--- config.mk ---
export PLATFORM = sky130hd
export DESIGN_NAME = shiftreg_seq_flat
export DESIGN_NICKNAME = d
export VERILOG_FILES = /design/src/rtl/shiftreg_seq_if.sv /design/src/rtl/shiftreg_seq.sv /design/src/flat_wrapper.sv
export SDC_FILE = /design/constraint.sdc
export NUM_CORES = 1
export LEC_CHECK = 0
export BUFFER_PORTS_ARGS = -buffer_cell sky130_fd_sc_hd__buf_2
export CAP_MARGIN = 20
export CORE_ASPECT_RATIO = 0.7
export CORE_MARGIN = 3
export CORE_UTILIZATION = 50
export DETAILED_ROUTE_END_ITERATION = 8
export PLACE_DENSITY_LB_ADDON = 0.25
export SYNTH_ARGS = -nofsm -noshare
export SYNTH_HDL_FRONTEND = slang
export SYNTH_SLANG_ARGS = --single-unit
--- constraint.sdc ---
create_clock -name clk_in -period 20.6 [get_ports clk_in]
set_input_delay 1.03 -clock clk_in [delete_from_list [all_inputs] [get_ports clk_in]]
set_output_delay 1.03 -clock clk_in [all_outputs]
set_load 0.1 [all_outputs]
--- src/rtl/shiftreg_seq_if.sv ---
// Host-side control bundle for shiftreg_seq: frame request, bit-period
// exponent, write frame, readback frame and status.
interface shiftreg_seq_if #(
  parameter int WIDTH     = 170,
  parameter int DIV_WIDTH = 6
);
  logic                 start;
  logic [DIV_WIDTH-1:0] div;
  logic [WIDTH-1:0]     data_in;
  logic [WIDTH-1:0]     data_out;
  logic                 busy;
  logic                 done;

  modport master (output start, div, data_in, input data_out, busy, done);
  modport slave  (input start, div, data_in, output data_out, busy, done);
endinterface

--- src/rtl/shiftreg_seq.sv ---
// Serial shift-register chain sequencer: shifts one WIDTH-bit frame out MSB
// first, captures the readback, then strobes sr_load.
module shiftreg_seq #(
  parameter int WIDTH     = 170,
  parameter int CNT_WIDTH = 8,
  parameter int DIV_WIDTH = 6,
  parameter int MAX_DIV   = 16
) (
  input  logic             clk_in,
  input  logic             rst,
  shiftreg_seq_if.slave    host,
  input  logic             sr_dout,
  output logic             sr_clk,
  output logic             sr_din,
  output logic             sr_load
);

  localparam int TICK_W = MAX_DIV + 1;

  typedef enum logic [2:0] {IDLE, ARM, SHIFT, LOAD, DONE} state_t;

  state_t               state, nstate;
  logic [TICK_W-1:0]    tick, ntick, p_len, half;
  logic [CNT_WIDTH-1:0] bitcnt, nbit;
  logic [DIV_WIDTH-1:0] pexp, div_eff;
  logic [WIDTH-1:0]     shreg, nshreg, capture;
  logic                 start_q, primed, edge_det, last;

  // primed blocks the first cycle after reset so a start held high is not an edge
  assign edge_det = host.start & ~start_q & primed;
  assign p_len    = TICK_W'(1) << pexp;
  assign half     = p_len >> 1;
  assign last     = (tick == p_len - TICK_W'(1));

  always_comb begin
    if (host.div == '0)
      div_eff = DIV_WIDTH'(1);
    else if (host.div > DIV_WIDTH'(MAX_DIV))
      div_eff = DIV_WIDTH'(MAX_DIV);
    else
      div_eff = host.div;
  end

  always_comb begin
    nstate = state;
    ntick  = tick + TICK_W'(1);
    nbit   = bitcnt;
    nshreg = shreg;
    unique case (state)
      IDLE: begin
        ntick = '0;
        if (edge_det) begin
          nstate = ARM;
          nbit   = '0;
          nshreg = host.data_in;
        end
      end
      ARM: begin
        if (last) begin
          nstate = SHIFT;
          ntick  = '0;
        end
      end
      SHIFT: begin
        if (last) begin
          ntick = '0;
          if (bitcnt == CNT_WIDTH'(WIDTH - 1)) begin
            nstate = LOAD;
            nbit   = '0;
          end else begin
            nbit   = bitcnt + CNT_WIDTH'(1);
            nshreg = {shreg[WIDTH-2:0], 1'b0};
          end
        end
      end
      LOAD: begin
        if (last) begin
          nstate = DONE;
          ntick  = '0;
        end
      end
      DONE: begin
        nstate = IDLE;
        ntick  = '0;
      end
      default: begin
        nstate = IDLE;
        ntick  = '0;
      end
    endcase
  end

  // Outputs are registered from the next-state values so they line up with state.
  always_ff @(posedge clk_in or posedge rst) begin
    if (rst) begin
      state         <= IDLE;
      tick          <= '0;
      bitcnt        <= '0;
      pexp          <= '0;
      shreg         <= '0;
      capture       <= '0;
      start_q       <= 1'b0;
      primed        <= 1'b0;
      sr_clk        <= 1'b1;
      sr_din        <= 1'b0;
      sr_load       <= 1'b0;
      host.busy     <= 1'b0;
      host.done     <= 1'b0;
      host.data_out <= '0;
    end else begin
      start_q <= host.start;
      primed  <= 1'b1;
      state   <= nstate;
      tick    <= ntick;
      bitcnt  <= nbit;
      shreg   <= nshreg;

      if (state == IDLE && edge_det) begin
        pexp    <= div_eff;
        capture <= '0;
      end else if (state == SHIFT && tick == half) begin
        capture <= {capture[WIDTH-2:0], sr_dout};
      end

      sr_clk    <= (nstate == SHIFT) ? (ntick >= half) : 1'b1;
      sr_din    <= (nstate == ARM || nstate == SHIFT) ? nshreg[WIDTH-1] : 1'b0;
      sr_load   <= (nstate == LOAD);
      host.busy <= (nstate == ARM || nstate == SHIFT || nstate == LOAD);
      host.done <= (nstate == DONE);
      if (nstate == DONE)
        host.data_out <= capture;
    end
  end

endmodule
--- src/flat_wrapper.sv ---
// flat-port wrapper written by rule: the top's interface ports become plain ports
module shiftreg_seq_flat 
#(
  parameter int WIDTH     = 170,
  parameter int CNT_WIDTH = 8,
  parameter int DIV_WIDTH = 6,
  parameter int MAX_DIV   = 16
)
  (clk_in, rst, sr_dout, sr_clk, sr_din, sr_load, host_start, host_div, host_data_in, host_data_out, host_busy, host_done);
  shiftreg_seq_if #(.WIDTH(WIDTH), .DIV_WIDTH(DIV_WIDTH)) host_i ();
  input  logic clk_in;
  input  logic rst;
  input  logic sr_dout;
  output logic sr_clk;
  output logic sr_din;
  output logic sr_load;
  input wire logic [$bits(host_i.start)-1:0] host_start;
  input wire logic [$bits(host_i.div)-1:0] host_div;
  input wire logic [$bits(host_i.data_in)-1:0] host_data_in;
  output wire logic [$bits(host_i.data_out)-1:0] host_data_out;
  output wire logic [$bits(host_i.busy)-1:0] host_busy;
  output wire logic [$bits(host_i.done)-1:0] host_done;
  assign host_i.start = host_start;
  assign host_i.div = host_div;
  assign host_i.data_in = host_data_in;
  assign host_data_out = host_i.data_out;
  assign host_busy = host_i.busy;
  assign host_done = host_i.done;
  shiftreg_seq #(.WIDTH(WIDTH), .CNT_WIDTH(CNT_WIDTH), .DIV_WIDTH(DIV_WIDTH), .MAX_DIV(MAX_DIV)) u_core (.clk_in(clk_in), .rst(rst), .host(host_i), .sr_dout(sr_dout), .sr_clk(sr_clk), .sr_din(sr_din), .sr_load(sr_load));
endmodule
==> flow_summary.json, run 1 <==
{
  "skew_ns": 0.0299,
  "die_h_microns": 188,
  "yosysSeqAreaShare": 0.584,
  "synthArstFlopShare": 1.00,
  "final_cell_mix": "dfrtp_1 (550), nand2_1 (382), buf_2 (354), a21oi_1 (180), a21o_1 (172)",
  "antenna_found_initial": 14,
  "portBuffers": 354,
  "ir_worst_vdd_uv": 57.7,
  "num_vias": 16844,
  "synth_top_family_by_area": "compound AO/OA/AOI/OAI gates",
  "gp_congestion": 0.869,
  "tightest_slew_ns": 1.09,
  "dpl.cell_count": 2879,
  "synth_cell_types": 68,
  "p_leak_uw": 0.0153,
  "tritoncts": "yes",
  "post_cts_buffers": 0,
  "tns_ns": 0,
  "status": "finished clean",
  "nFillCells": 3877,
  "synth_compound_area_frac": 0.175,
  "grt_usage": 0.225,
  "nets": 2529,
  "cts_sinks": 551,
  "viasPerCell": 5.67,
  "drive_above_1_share": 0.236,
  "initial_core_util": 0.514,
  "core_sq_mm": 0.0459,
  "slew_viol_final": 0,
  "ys_ff_latch": 551,
  "period_share": 0.296,
  "critPathLaunchType": "register",
  "synth_top_area_frac": 0.583,
  "avgSynthCellArea_sq_um": 11.4,
  "clk_pin_slew_ns": 0.06,
  "syn_area_sq_mm": 0.0236,
  "cp_max_fo": 71,
  "wire_per_inst_microns": 19.1,
  "synthMuxAreaShare": 0.0824,
  "final_common_cell": "dfrtp_1",
  "max_freq_mhz": 164,
  "drc": 0,
  "ys.flop_type": "dfrtp_1",
  "num_rows": 65,
  "die_x_microns": 266,
  "crit_start": "u_core.pexp[3]",
  "cts_buffers": 51,
  "post-route-util": 0.592,
  "fp.dieArea_sq_mm": 0.0499,
  "synth_xor_area_frac": 0.0137,
  "synth_top_area_cell": "dfrtp_1",
  "synth_cells": 2066,
  "critPathCaptureType": "register",
  "relSlewSlack": 0.275,
  "grt_start_max_net_pins": 176,
  "cp.required_ns": 21.05,
  "yosysWarnings": 0,
  "drt_iter0_drc": 1238,
  "finalCriticalPeriod_ns": 6.10,
  "grt_overflow": 0,
  "syn-num-nets": 2266,
  "setup_viol": 0,
  "grt_pass1_wl_microns": 92300,
  "cp.arrival_ns": 6.55,
  "dp_hpwl_microns": 36500,
  "holdCritPathClass": "reg -> reg",
  "io_pins": 355,
  "ys_top_cells_by_area": "dfrtp_1 (58%), a22o_1 (6.3%), nand2_1 (6.1%)",
  "synth-edff-count": 0,
  "firstDrtPassIters": 5,
  "clock_latency_ns": 0.58,
  "wirelength_microns": 56900,
  "finalNonFillerCells": 2971,
  "grt_pass1_vias": 16829,
  "ctsResizeCount": 0,
  "max-cap-violations": 0,
  "power.density_mw_per_mm2": 76.5,
  "cts_max_level": 2,
  "area_growth_pct": 15.0,
  "finalPower_uw": 2080,
  "rsz0062_at_grt": "no",
  "hold_violations": 0,
  "worstHoldStart": "u_core.shreg[127]",
  "cts_buffer_depth": 3,
  "clk_root_buffer_cell": "clkbuf_16",
  "worstSetupPathType": "reg -> reg",
  "rr_startpoint": "u_core.pexp[3]",
  "synthAdderAreaFrac": 0.0106,
  "yosys.area_share.simple": 0.0952,
  "ant_nets": 0,
  "holdBufCountCts": 0
}
flip-flops by register name (all words and copies together) (netlist names), 3 cells and up:
| register | cells |
|---|---|
| u_core.shreg | 170 |
| u_core.host.data_out | 170 |
| u_core.capture | 170 |
| u_core.pexp | 6 |
| u_core.bitcnt | 8 |
| u_core.state | 3 |
| u_core.tick | 17 |
cell usage after synthesis, types with 11 or more instances:
library cell and number:
dfrtp_1 550, nand2_1 382, a21oi_1 180, a21o_1 173, a22o_1 169, mux2_2 93, clkbuf_1 78, mux2_1 78
nor2_1 42, buf_2 38, o21ai_0 26, buf_6 21, nand3_1 21, ha_1 20, xnor2_1 18, inv_1 14
buf_4 13, buf_1 12, xor2_1 11
path summary, 6_finish.rpt:
check                                            to  slack [ns]  cells after the start
setup / recovery           u_core.host.data_out[49]       14.50                     14
hold / removal                    u_core.shreg[127]        0.47                      1
setup reg to reg           u_core.host.data_out[49]       14.50                     14
hold reg to reg                   u_core.shreg[127]        0.47                      1
max in group asynchronous  u_core.host.data_out[48]       15.92                      6
min in group asynchronous          u_core.shreg[40]        0.58                      2
logic make-up after synthesis:
group,after synthesis
AO/OA/AOI/OAI,588
XOR/XNOR,32
adder cells (fa/ha/maj),20
buffers and inverters,176
flip-flops,551
multiplexers,173
other,1
AND/OR/NAND/NOR,525
cell type report:
type                    instances  area (sq um)  area share
flip-flops and latches        551         13800       0.508
multi-input cells            1339          8920       0.328
repair buffers                372          1920      0.0707
clock buffers                  79          1560      0.0576
well taps                     603           754      0.0278
clock inverters                 8           130     0.00479
inverters                      14          60.1     0.00221
diodes                          5          12.5    0.000461
per-stage QoR:
step | instance area, sq um | hold slack, ns | setup WS, ns
global route | 27100 | 0.484 | 13.93
global placement | 25400 | 0.458 | 14.70
floorplan | 23600 | 0.445 | 4.17
CTS | 27100 | 0.479 | 14.53
detailed placement | 25400 | 0.466 | 14.55
finish | 27100 | 0.474 | 14.50
worst max-delay path: stages (launching register included):
cell     delay (ns)
dfrtp_1        0.64
nor4_1         0.66
nand2_1        0.21
ha_1           0.39
or4_1          0.53
o21ai_0        0.18
a32oi_1        0.13
xnor2_1        0.23
nor4_2         0.07
buf_4          0.19
nand4_1        0.09
buf_4          0.51
buf_4          0.71
buf_4          0.86
mux2_2         0.43
power by group:
group | switching (uW) | leakage [uW] | total (uW) | internal, uW
sequential | 1.94 | 0.00684 | 1090 | 1080
combinational | 28.1 | 0.00759 | 42.6 | 14.5
clock | 402 | 0.000831 | 948 | 546
routing by layer:
metal	vias to the layer above	track usage	part of all wire
met3	88	0.0595	0.064
li1	7799	-	-
met1	8538	0.322	0.45
met5	-	0	0.0026
met4	22	0.0373	0.015
met2	397	0.353	0.47
Note: power is estimated with default switching activity, not from simulation.
==> run 2: changes to the inputs <==
--- a/config.mk
+++ b/config.mk
@@ -5,6 +5,7 @@
 export SDC_FILE = /design/constraint.sdc
 export NUM_CORES = 1
 export LEC_CHECK = 0
+export ABC_AREA = 1
 export BUFFER_PORTS_ARGS = -buffer_cell sky130_fd_sc_hd__buf_2
 export CAP_MARGIN = 20
 export CORE_ASPECT_RATIO = 0.7
==> constraint.sdc (replaced) <==
create_clock -name clk_in -period 5.7 [get_ports clk_in]
set_input_delay 0.285 -clock clk_in [delete_from_list [all_inputs] [get_ports clk_in]]
set_output_delay 0.285 -clock clk_in [all_outputs]
set_load 0.1 [all_outputs]
==> run 2 against run 1 <==
  * Sequential power rose to 3.6 times the previous value
  * Clock power rose to 3.9 times the previous value
  * Non-clock buffer count up 185
  * First-iteration DRC count is 69% higher
  * Maximum frequency is 32% higher
  * Synthesized cell count up 46%
  * Sequential share of layout area shrank 6.1 points
  * Setup slack got worse by 13 ns
  * Critical path type unchanged
==> flow_summary.json, run 2 <==
{
  "drive_above_1_share": 0.174,
  "nets": 3651,
  "grt_pass1_wl_microns": 113000,
  "finalCriticalPeriod_ns": 4.63,
  "grt_start_max_net_pins": 176,
  "synth-edff-count": 0,
  "initial_core_util": 0.510,
  "worstSetupPathType": "reg -> reg",
  "pwr-share-seq": 0.500,
  "antenna_found_initial": 6,
  "syn-num-nets": 3210,
  "cp_top_family": "simple AND/OR/NAND/NOR gates",
  "cp.required_ns": 6.23,
  "netSwitchingPower_uw": 1660,
  "wirelength_microns": 69600,
  "swShare": 0.212,
  "io_pins": 355,
  "synthArstFlopShare": 1.00,
  "slew_viol_final": 0,
  "synth_cell_types": 46,
  "tightest_slew_ns": 1.11,
  "clock_latency_ns": 0.60,
  "p_clk_frac": 0.467,
  "tritoncts": "yes",
  "num_rows": 68,
  "ir_worst_vdd_uv": 216,
  "yosysWarnings": 0,
  "grt_usage": 0.260,
  "cts_buffer_depth": 3,
  "syn_area_sq_mm": 0.0253,
  "cts_buffers": 54,
  "clk_pin_slew_ns": 0.06,
  "reg2reg_depth": 19,
  "yosys-top-cells-count": "nand2_1 (830), dfrtp_1 (550), nand3_1 (383)",
  "synth_xor_area_frac": 0.00832,
  "avgSynthCellArea_sq_um": 8.40,
  "num_vias": 21872,
  "comb_power_share": 0.033,
  "rsz0062_at_grt": "no",
  "drc": 0,
  "grt_overflow": 0,
  "setup_viol": 0,
  "critPathCaptureType": "register",
  "cpPeakStageDelay_ns": 0.74,
  "yosysMostFrequentCell": "nand2_1",
  "yosys.area_share.simple": 0.253,
  "largest_registers": "u_core.capture (170), u_core.host.data_out (170), u_core.shreg (170)",
  "synthMuxAreaShare": 0.000446,
  "cp.arrival_ns": 5.16,
  "crit_start": "u_core.pexp[3]",
  "rr_startpoint": "u_core.pexp[3]",
  "final_cell_mix": "nand2_1 (829), dfrtp_1 (550), nand3_1 (383), buf_2 (354), inv_1 (323)",
  "critPathLaunchType": "register",
  "post_cts_buffers": 0,
  "wire_per_inst_microns": 16.7,
  "cts_max_level": 2,
  "power.density_mw_per_mm2": 253,
  "ys_ff_latch": 551,
  "grt_pass1_vias": 21065,
  "synthAdderAreaFrac": 0.00990,
  "period_share": 0.813,
  "holdWs_ns": 0.0904,
  "power.internal_uw": 6160,
  "die_h_microns": 194,
  "synth_cells": 3010,
  "crit_path_top_delay_cell": "nand2_4",
  "synth_top_area_cell": "dfrtp_1",
  "core_sq_mm": 0.0496,
  "ys_top_cells_by_area": "dfrtp_1 (54%), nand2_1 (12%), nand3_1 (7.6%)",
  "p_leak_uw": 0.0163,
  "setup.reg_to_reg.worst_slack_ns": 1.07,
  "portBuffers": 354,
  "cts_sinks": 551,
  "gp_congestion": 0.908,
  "synth_top_area_frac": 0.545,
  "firstDrtPassIters": 6,
  "final_common_cell": "nand2_1",
  "holdCritPathClass": "in -> reg",
  "viasPerCell": 5.25,
  "cp_num_buf_inv": 4,
  "post-route-util": 0.622,
  "fp.dieArea_sq_mm": 0.0533,
  "crit_cells": 19,
  "max-cap-violations": 0,
  "synth_compound_area_frac": 0.0956,
  "dp_hpwl_microns": 44900,
  "holdPathStages": 4,
  "area_growth_pct": 22.1,
  "yosysSeqAreaShare": 0.546,
  "skew_ns": 0.0221,
  "cp_max_fo": 93,
  "worstHoldStart": "host_div[4]",
  "clk_root_buffer_cell": "clkbuf_16",
  "max_freq_mhz": 216,
  "crit_chain": "nor2_4, nand2_2, nor2_1, inv_1, ha_1, inv_1, nor2_2, nand3_1, nand2_1, nand3_1, nand2_1, nand3b_2, nor2_8, a21oi_2, inv_2, nand2_4, buf_12, nand2_1, nand3_1",
  "ys.flop_type": "dfrtp_1",
  "ant_nets": 0,
  "die_x_microns": 275,
  "drt_iter0_drc": 2090,
  "status": "finished clean",
  "hold_violations": 0,
  "relSlewSlack": 0.261,
  "synth_top_family_by_area": "simple AND/OR/NAND/NOR gates"
}
## run 2: tightest hold or removal path: cells and delay by family
family                 cells  cell delay [ns]
buffers and inverters      1             0.09
AOI/OAI and AO/OA          2             0.18
and+or+nand+nor            1             0.08
## run 2: what timing repair did
action,in CTS,in global routing
setup endpoints to repair,0,0
hold endpoints to repair,208,0
hold buffers,178,0
gates resized for setup,0,0
## run 2: cell families (layout without fill, tap and decap cells)
family | after synthesis | in the layout
compound gates | 390 | 390
xor+xnor | 24 | 24
fa+ha+maj | 20 | 20
buf+inv | 507 | 992
flops | 551 | 551
mux | 1 | 1
other cells | 1 | 5
simple gates | 1516 | 1516
## run 2: final cells by class
type	count	area [sq um]
Clock inverter	18	249
Sequential cell	551	13800
Timing Repair Buffer	557	3840
Tap cell	665	832
Inverter	335	1270
Fill cell	4100	18700
Multi-Input combinational cell	1952	9310
Clock buffer	82	1560
Antenna cell	4	10.0
## run 2: routing by layer
metal | global-route usage | share of wire | routed length, microns | vias to the layer above
met1 | 0.393 | 0.46 | 32000 | 10499
met5 | 0 | 0.00032 | 22 | -
met3 | 0.0524 | 0.076 | 5260 | 138
li1 | - | - | - | 10441
met4 | 0.0642 | 0.021 | 1490 | 4
met2 | 0.385 | 0.44 | 30800 | 790
## run 2: worst paths after layout
kind / end
worst max-delay path: u_core.shreg[115]
worst min-delay path: u_core.pexp[2]
worst max register to register: u_core.shreg[115]
worst min register to register: u_core.host.data_out[148]
max in group asynchronous: u_core.host.data_out[65]
min in group asynchronous: u_core.host.data_out[151]
## run 2: power groups by stage
stage	sequential, uW	combinational (uW)	clock [uW]
after floorplan	3990	58.7	0
after CTS	3910	255	3750
after global placement	3980	156	0
final	3910	256	3650
after global routing	3910	281	3900
after detailed placement	3980	157	0
## run 2: metrics by stage
stage	TNS [ns]	power [uW]	setup slack [ns]	instance area (sq um)	std cells
after global routing	0	8090	0.686	30900	4163
after CTS	0	7910	1.18	30900	4160
after detailed placement	0	4140	1.21	27300	3882
final	0	7820	1.07	30900	4164
after global placement	0	4140	1.32	27300	3882
after floorplan	-1145.11	4050	-2.08	25300	3010
==> run 3: changes to the inputs <==
==> constraint.sdc (replaced) <==
create_clock -name clk_in -period 4.3 [get_ports clk_in]
set_input_delay 0.215 -clock clk_in [delete_from_list [all_inputs] [get_ports clk_in]]
set_output_delay 0.215 -clock clk_in [all_outputs]
set_load 0.1 [all_outputs]
==> run 3 against run 2 <==
  * Count of clock-buffer cells in the layout shrank 8
  * Final cell count increased by 0.67%
  * Setup slack worse by 0.70 ns
  * Power increased by 31%
  * Critical endpoint is now u_core.sr_clk
  * Clock skew is 0.0053 ns higher
  * Wire length grew 1.8%
  * Critical path type unchanged
  * Sequential share of layout area is 0.52 points lower
  * Worst hold slack got worse by 0.045 ns
  * Die area did not move
  * Combinational power up 34%
==> flow_summary.json, run 3 (synthesis results as in run 2) <==
{
  "max-cap-violations": 0,
  "place_ws_ns": 0.247,
  "dp_hpwl_microns": 45600,
  "nFillCells": 4103,
  "clk_pin_slew_ns": 0.07,
  "met3_usage": 0.0475,
  "grt_start_max_net_pins": 176,
  "ir_worst_vdd_uv": 303,
  "cts_max_level": 2,
  "fp.dieArea_sq_mm": 0.0533,
  "holdCritPathClass": "in -> reg",
  "p_leak_uw": 0.0165,
  "slew_viol_final": 0,
  "top_usage_layer": "met2",
  "drt_iter0_drc": 2214,
  "grt_pass1_vias": 21406,
  "crit_path_top_delay_cell": "dfrtp_2",
  "holdWs_ns": 0.0454,
  "cts_buffer_depth": 3,
  "cts_sinks": 551,
  "cp_max_fo": 5,
  "antenna_found_initial": 8,
  "cp.arrival_ns": 4.42,
  "cpPeakStageDelay_ns": 0.45,
  "finalPower_uw": 10200,
  "use_met1": 0.391,
  "initial_core_util": 0.510,
  "num_vias": 21994,
  "wire_per_inst_microns": 16.9,
  "num_rows": 68,
  "die_x_microns": 275,
  "core_sq_mm": 0.0496,
  "hold_violations": 0,
  "drc": 0,
  "gp_congestion": 0.920,
  "post-route-util": 0.630,
  "wirelength_microns": 70800,
  "critPathLaunchType": "register",
  "cpMostUsedCell": "nand2_1",
  "clk_root_buffer_cell": "clkbuf_16",
  "max_freq_mhz": 254,
  "relSlewSlack": 0.286,
  "nets": 3683,
  "area_growth_pct": 23.6,
  "period_share": 0.915,
  "skew_ns": 0.0274,
  "rsz0062_at_grt": "no",
  "grt_pass1_wl_microns": 114000,
  "viasPerCell": 5.25,
  "die_h_microns": 194,
  "worstSetupPathType": "reg -> reg",
  "clock_latency_ns": 0.60,
  "finalCriticalPeriod_ns": 3.93,
  "drive_above_1_share": 0.184,
  "cts_buffers": 53,
  "final_common_cell": "nand2_1",
  "portBuffers": 354,
  "critPathCaptureType": "register",
  "grt_overflow": 0,
  "power.density_mw_per_mm2": 327,
  "multi_input_area_sq_mm": 0.00935,
  "io_pins": 355,
  "grt_usage": 0.264,
  "cp.required_ns": 4.78,
  "tightest_slew_ns": 1.07,
  "finalWorstSetupSlack_ns": 0.365,
  "ant_nets": 0,
  "largest_registers": "u_core.capture (170), u_core.host.data_out (170), u_core.shreg (170)",
  "firstDrtPassIters": 9,
  "status": "finished clean",
  "setup_viol": 0,
  "tritoncts": "yes",
  "final_cell_mix": "nand2_1 (829), dfrtp_1 (545), nand3_1 (382), buf_2 (354), inv_1 (321)",
  "grt_use_met2": 0.400,
  "regArea_sq_mm": 0.0138
}
-- run 3: cell types whose count changed in the layout (fill, tap and decap cells not counted), sizes merged --
cell	previous run	this run
buf	379	407
clkbuf	82	74
clkinv	10	13
clkinvlp	1	2
dlygate4sd3	178	181
dlymetal6s2s	0	1
inv	337	336
nor2	245	246
-- run 3: worst max-delay path, delay by kind of cell (launching register included) --
family                     cells  cell delay, ns
AOI/OAI and AO/OA              5            0.69
adders and majority gates      2            0.66
buffers and inverters          2            0.19
DFF                            1            0.45
and+or+nand+nor               18            1.84
-- run 3: worst paths after layout --
path                                           start                        end  slack, ns  cells after the start
min                                host_data_in[169]          u_core.shreg[169]       0.05                      4
min reg2reg                u_core.host.data_out[126]  u_core.host.data_out[126]       0.47                      2
max reg2reg                           u_core.pexp[5]              u_core.sr_clk       0.37                     27
min in group asynchronous                        rst        u_core.capture[143]       0.40                      3
max                                   u_core.pexp[5]              u_core.sr_clk       0.37                     27
max in group asynchronous                        rst   u_core.host.data_out[94]       2.71                      4
-- run 3: final cells by class --
cell class	instances	area share
flip-flops and latches	551	0.442
inverters	335	0.0408
diodes	4	0.000320
multi-input cells	1953	0.299
clock buffers	74	0.0472
well taps	665	0.0266
repair buffers	589	0.136
clock inverters	21	0.00805
-- run 3: power by group --
part           total [uW]  switching, uW  internal [uW]
Combinational         344            169            176
Clock                4700           2010           2700
Sequential           5180          0.202           5180
Total               10200           2170           8060
-- run 3: routing by layer --
layer	part of all wire	routed length, microns
met1	0.46	32700
met2	0.44	31400
met3	0.066	4650
met4	0.028	2020
met5	0.00086	61
-- run 3: per-stage QoR --
step           instance area (sq um)  TNS [ns]  instances
2_1_floorplan                  25300  -1877.92       3010
3_3_place_gp                   27600         0       3905
3_5_place_dp                   27600         0       3905
4_1_cts                        31100         0       4181
5_1_grt                        31200         0       4191
6_report                       31200         0       4192
-- run 3: timing repair --
action / CTS / global route
hold buffers: 181 / 0
hold endpoints to repair: 203 / 0
setup buffers: 0 / 6
setup endpoints to repair: 0 / 23
gates resized for setup: 0 / 14
